## src/rtl/array_builder.sv

```systemverilog
// array_builder
//   Collects a stream of ELEM_W-bit elements into one packed array of
//   NUM_ELEM slots. A frame closes when the last slot is filled, or early when
//   an element arrives with in_last=1. The closed frame is then held on
//   out_arr/out_count with out_valid=1 until the consumer takes it
//   (out_valid & out_ready). Unused slots of an early-closed frame read 0.
//
// Parameters
//   ELEM_W    bit width of one element
//   NUM_ELEM  elements per array (2..16)
//
// Ports
//   clk        single clock, rising edge
//   rst_n      synchronous active-low reset
//   in_valid   element offered on in_data
//   in_data    element value
//   in_last    offered element closes the array early
//   in_ready   block accepts an element this cycle (FILL state)
//   out_arr    assembled array, element i at out_arr[i]
//   out_count  number of valid elements in out_arr
//   out_valid  out_arr/out_count valid (HOLD state)
//   out_ready  consumer takes the array
//   out_par    (only with ARRAY_BUILDER_PARITY_EN) per-element XOR parity
//
// Configuration macro: ARRAY_BUILDER_PARITY_EN adds the out_par port.

module array_builder #(
  parameter int ELEM_W   = 4,
  parameter int NUM_ELEM = 4
) (
  input  logic                               clk,
  input  logic                               rst_n,
  input  logic                               in_valid,
  input  logic [ELEM_W-1:0]                  in_data,
  input  logic                               in_last,
  output logic                               in_ready,
  output logic [NUM_ELEM-1:0][ELEM_W-1:0]    out_arr,
  output logic [$clog2(NUM_ELEM+1)-1:0]      out_count,
  output logic                               out_valid,
`ifdef ARRAY_BUILDER_PARITY_EN
  output logic [NUM_ELEM-1:0]                out_par,
`endif
  input  logic                               out_ready
);

  localparam int CNT_W = $clog2(NUM_ELEM + 1);

  localparam logic [0:0] ST_FILL = 1'b0;
  localparam logic [0:0] ST_HOLD = 1'b1;

  logic [0:0]       state_q, state_d;
  logic [CNT_W-1:0] idx_q, idx_d;

  logic accept;
  logic close_frame;
  logic take;

  assign accept      = in_valid && (state_q == ST_FILL);
  // The last physical slot closes the frame even without in_last.
  assign close_frame = accept && (in_last || (idx_q == CNT_W'(NUM_ELEM - 1)));
  assign take        = (state_q == ST_HOLD) && out_ready;

  always_comb begin
    state_d = state_q;
    idx_d   = idx_q;
    if (state_q == ST_FILL) begin
      if (accept) begin
        idx_d = idx_q + CNT_W'(1);
      end
      if (close_frame) begin
        state_d = ST_HOLD;
      end
    end else begin
      if (take) begin
        state_d = ST_FILL;
        idx_d   = '0;
      end
    end
  end

  always_ff @(posedge clk) begin
    if (!rst_n) begin
      state_q <= ST_FILL;
      idx_q   <= '0;
    end else begin
      state_q <= state_d;
      idx_q   <= idx_d;
    end
  end

  // One register per slot. Slots are cleared whenever a frame is handed off,
  // so an early-closed frame naturally shows zeros above its last element.
  for (genvar gi = 0; gi < NUM_ELEM; gi++) begin : g_slot
    logic [ELEM_W-1:0] slot_q, slot_d;

    always_comb begin
      slot_d = slot_q;
      if (take) begin
        slot_d = '0;
      end else if (accept && (idx_q == CNT_W'(gi))) begin
        slot_d = in_data;
      end
    end

    always_ff @(posedge clk) begin
      if (!rst_n) begin
        slot_q <= '0;
      end else begin
        slot_q <= slot_d;
      end
    end

    assign out_arr[gi] = slot_q;

`ifdef ARRAY_BUILDER_PARITY_EN
    assign out_par[gi] = ^slot_q;
`endif
  end

  // idx equals the number of accepted elements, so it doubles as the count.
  assign out_count = idx_q;
  assign out_valid = (state_q == ST_HOLD);
  assign in_ready  = (state_q == ST_FILL);

endmodule

```

## config.mk

```make
export PLATFORM = sky130hd
export DESIGN_NAME = array_builder
export DESIGN_NICKNAME = d
export VERILOG_FILES = /design/src/rtl/array_builder.sv
export SDC_FILE = /design/constraint.sdc
export NUM_CORES = 1
export LEC_CHECK = 0
export CORE_UTILIZATION = 35
export CTS_CLUSTER_DIAMETER = 100
export DETAILED_ROUTE_END_ITERATION = 8
export GPL_ROUTABILITY_DRIVEN = 0
export SETUP_SLACK_MARGIN = 0.02
export SYNTH_ARGS = -nofsm -noshare
export SYNTH_HDL_FRONTEND = slang
export SYNTH_SLANG_ARGS = --single-unit
```

## constraint.sdc

```tcl
create_clock -name clk -period 3.8 [get_ports clk]
set_clock_uncertainty 0.15 [all_clocks]
set_input_delay 0.38 -clock clk [delete_from_list [all_inputs] [get_ports clk]]
set_output_delay 0.38 -clock clk [all_outputs]
set_load 0.005 [all_outputs]
```

; ---- After elaboration in Yosys (flattened, before gate mapping)
; Index checks and enable logic that the tools add are counted.
[word_totals]
register_bits = 20
in_bits = 9
out_inout_bits = 21
[classes]
n_bitwise = 2
muxes = 6
n_addsub = 1
n_eq_ne = 4
n_reduce_logical = 12
[ops]
columns = cell, n
row1 = $mux 3, 3
row2 = $logic_and 1x1->1, 7
row3 = $eq 3x2->1 const B, 2
row4 = $add 3x1->3 const B, 1
row5 = $eq 3x1->1 const B, 1
row6 = $logic_not 3->1, 1
row7 = $mux 1, 3
row8 = $ne 2x1->1 const B, 1
row9 = $not 1->1, 2
row10 = $reduce_and 2->1, 1
row11 = $reduce_bool 2->1, 1
row12 = $reduce_or 2->1, 1
row13 = $logic_or 1x1->1, 1

; ---- Logic depth before layout (Yosys ltp)
[logic_depth]
depth_word = 5
mapped_depth = 6
mapped_depth_nobuf = 5

; ---- Worst setup path after synthesis
; OpenSTA, ideal clock, no wires.
[synth_timing]
kind = reg-to-reg
start = register idx_q[0] (netlist: out_count[0])
end = register g_slot[2].slot_q[0]
setup_time_ns = 0.119
synth_period_minus_slack_ns = 1.455
required_ns = 3.531
arrival_time_ns = 1.185
path_slack_ns = 2.345
path_stages_with_launch = 7
path_cell_list = dfxtp_1 -> inv_1 -> ha_1 -> and4bb_2 -> clkbuf_2 -> mux2i_1 -> nor2_1
[synth_between]
elab_chain_cells = 2
[synth_rtl]
columns = item, line
row1 = from (decl), 52  ; logic [CNT_W-1:0] idx_q, idx_d;
row2 = from (signal assigned), 87  ; idx_q <= idx_d;
row3 = $eq 3x2->1, 100  ; end else if (accept && (idx_q == CNT_W'(gi))) begin
row4 = $logic_and 1x1->1, 100
row5 = to (signal assigned), 109  ; slot_q <= slot_d;
row6 = to (decl), 94  ; logic [ELEM_W-1:0] slot_q, slot_d;
; No other way between the ends.
; A chain may end at the register's enable or synchronous reset.

; ---- Worst setup path in the final report
[layout_timing]
start = register state_q (netlist: out_valid)
end = output port out_valid
[layout_lines]
columns = item, line
row1 = from (decl), 51  ; logic [0:0] state_q, state_d;
row2 = from (signal assigned), 86  ; state_q <= state_d;
row3 = to (decl), 39  ; output logic out_valid,
; No word-level cell between the ends.

==> qor.csv <==
metric,value,unit
Port-buffer cells,29,
grt total ovfl,0,
top-area cell type share of the netlist area,47.27,%
actual transition at the worst max-transition pin,0.5261,ns
number of remaining DRC errors,0,
dpl ws,1.954,ns
CTS buffer count,3,
Worst Setup SP,out_valid,
post-DR wirelength/cell,12.37,um
Routed WL,1757,um
"setup slack, reg-to-reg",2.21,ns
P&R area growth vs syn,42.25,%
via count,691,
Peak VDD IR,0.0002413,V
DR vias/cell,4.866,
die height,51.20,um
"Async S/R FF share, synth",0,%
Pwr Total,0.0004576,W
Worst-Skew Late Latency,0.30,ns
fill count,227,
unrepaired setup endpoints after global routing,false,
Antenna diodes,0,
die width,51.20,um
CP cell instances,clkdlybuf4s50_1,
worst-path fanout max,9,
drt first pass iters,4,
initial antenna violation count,0,
setup repair bufs after CTS,0,
Pwr Density,379.8,nW/um^2
nets,129,
clk root buf,clkbuf_4,
CTS resizes,0,
"count leader, synth",dfxtp_1,
Final Hold Fails,0,
Synth Register Bits,20,
sequential area share after synthesis,47.27,%
Avg Inst Size Synth,9.965,um^2
antenna-violating nets left,0,
total I/O pin count,30,
Area after DPL,1152,um^2
max incr delay on CP,0.54,ns
vias in the first global route,651,
HPWL after DPL,1299,um
startpoint types,register,
CP endpoint kind,primary output,
worst r2r src,out_count[0],
most instantiated cells after synthesis,"dfxtp_1, mux2i_1, nor2_1",
R2R depth,5,
Hold Path Class,reg -> reg,
Die Footprint,2621,um^2
CP required,3.27,ns
Crit path depth,1,
Iteration-0 DRC Markers,3,
fmax,544.2,MHz
Cells after Synth,85,
num rows,17,
maxcap violations,0,
min cycle time layout,1.837,ns
Crit-path slowest cell,clkdlybuf4s50_1,
"CP delay by family, top",buffers and inverters,
status,completed,
CP Capture Point,out_valid,
Syn Std Cell Area,847.1,um^2
setup violators final,0,
CORE AREA,2255,um^2
leading post-synthesis cells by cell area,"dfxtp_1, mux2i_1, nor2_1",
final period utilization,48.35,%
H-tree depth,1,
worst r2r dst,g_slot[3].slot_q[1],
arrival time at the worst endpoint,1.31,ns
hold_buf cts,0,
TritonCTS Sinks,20,
Fin Setup TNS,0,ns
Total GRT Usage,15.39,%
final instance area,1205,um^2
Yosys top cell by area,dfxtp_1,
largest net degree at the start of global routing,17,
setup ws final,1.963,ns
Initial Util,37.57,%
Slew Limit Fails,0,
"EDFF count, synth",0,
hold slack,0.3573,ns
Most used DFF post-synth,dfxtp_1,
WS Path Type,reg -> out,
worst path bufs/invs,1,
Syn Nets,99,
relative slew slack,64.84,%
CTS tree,yes,
YS warnings,0,
Leakage,0.4743,nW
share of layout cells above drive strength 1,6.140,%
first-pass GRT wire length,2960,um
Clock Tree Buf Depth,2,
clock slew at reported path FFs,0.11,ns
post-synth cell types,15,
-- cells in the final DEF, fill, tap and decap left out --
cell / n
nand3_1: 3
nand2_1: 4
bufinv_16: 1
and4bb_2: 3
clkdlybuf4s50_1: 29
inv_1: 4
and2_1: 1
nor2_1: 17
dfxtp_1: 20
clkbuf_4: 3
o21ai_0: 3
nand3b_1: 1
o22ai_1: 1
nand2b_1: 2
mux2i_1: 17
ha_1: 5
-- metrics by stage --
stage,util [%],cells
after floorplan,-,85
after global placement,51.11,138
after detailed placement,51.11,138
after CTS,53.44,142
after global routing,53.44,142
final,53.44,142
-- worst min path at each step --
stage | from | to | depth (start not counted)
2_1_floorplan | g_slot[0].slot_q[0] | g_slot[0].slot_q[0] | 2
3_3_place_gp | g_slot[0].slot_q[0] | g_slot[0].slot_q[0] | 2
3_5_place_dp | g_slot[0].slot_q[2] | g_slot[0].slot_q[2] | 2
4_1_cts | g_slot[0].slot_q[2] | g_slot[0].slot_q[2] | 2
5_1_grt | g_slot[2].slot_q[0] | g_slot[2].slot_q[0] | 2
6_report | g_slot[1].slot_q[3] | g_slot[1].slot_q[3] | 2
-- kinds of logic after synthesis --
group | after synthesis | share of synthesized area, %
AOI/OAI and AO/OA | 4 | 2.511
adders and majority gates | 5 | 7.386
buffers and inverters | 8 | 4.134
DFF | 20 | 47.27
muxes | 17 | 20.09
and+or+nand+nor | 31 | 18.61
-- state kept, by name, summed over array words and instances (netlist names) --
signal and cells:
g_slot.slot_q 16, out_count 3, out_valid 1
-- worst reg2reg max path: stages (launching register included) --
cell	delay, ns
dfxtp_1	0.37
ha_1	0.21
ha_1	0.19
nand3b_1	0.27
mux2i_1	0.24
nor2_1	0.05
-- power by group --
part	total (W)	leakage, nW	switching, W	internal (W)
combinational	0.0000620	0.284	0.0000260	0.0000359
clock	0.000171	0.0279	0.0000648	0.000107
sequential	0.000224	0.162	0.00000644	0.000218
-- layout make-up --
class / count / area, um^2 / share of cell area [%]
clock buffers: 3 / 22.52 / 1.869
clock inverters: 1 / 30.03 / 2.492
inverters: 4 / 15.01 / 1.246
multi-input cells: 57 / 411.6 / 34.16
flip-flops and latches: 20 / 400.4 / 33.23
well taps: 28 / 35.03 / 2.908
repair buffers: 29 / 290.3 / 24.09
-- routing by layer --
layer	routed length, um	GRT usage [%]
met2	821	24.34
met5	0	0
met3	77	2.083
met1	832	20.07
met4	25	8.333
Note: power is estimated with default switching activity, not from simulation.
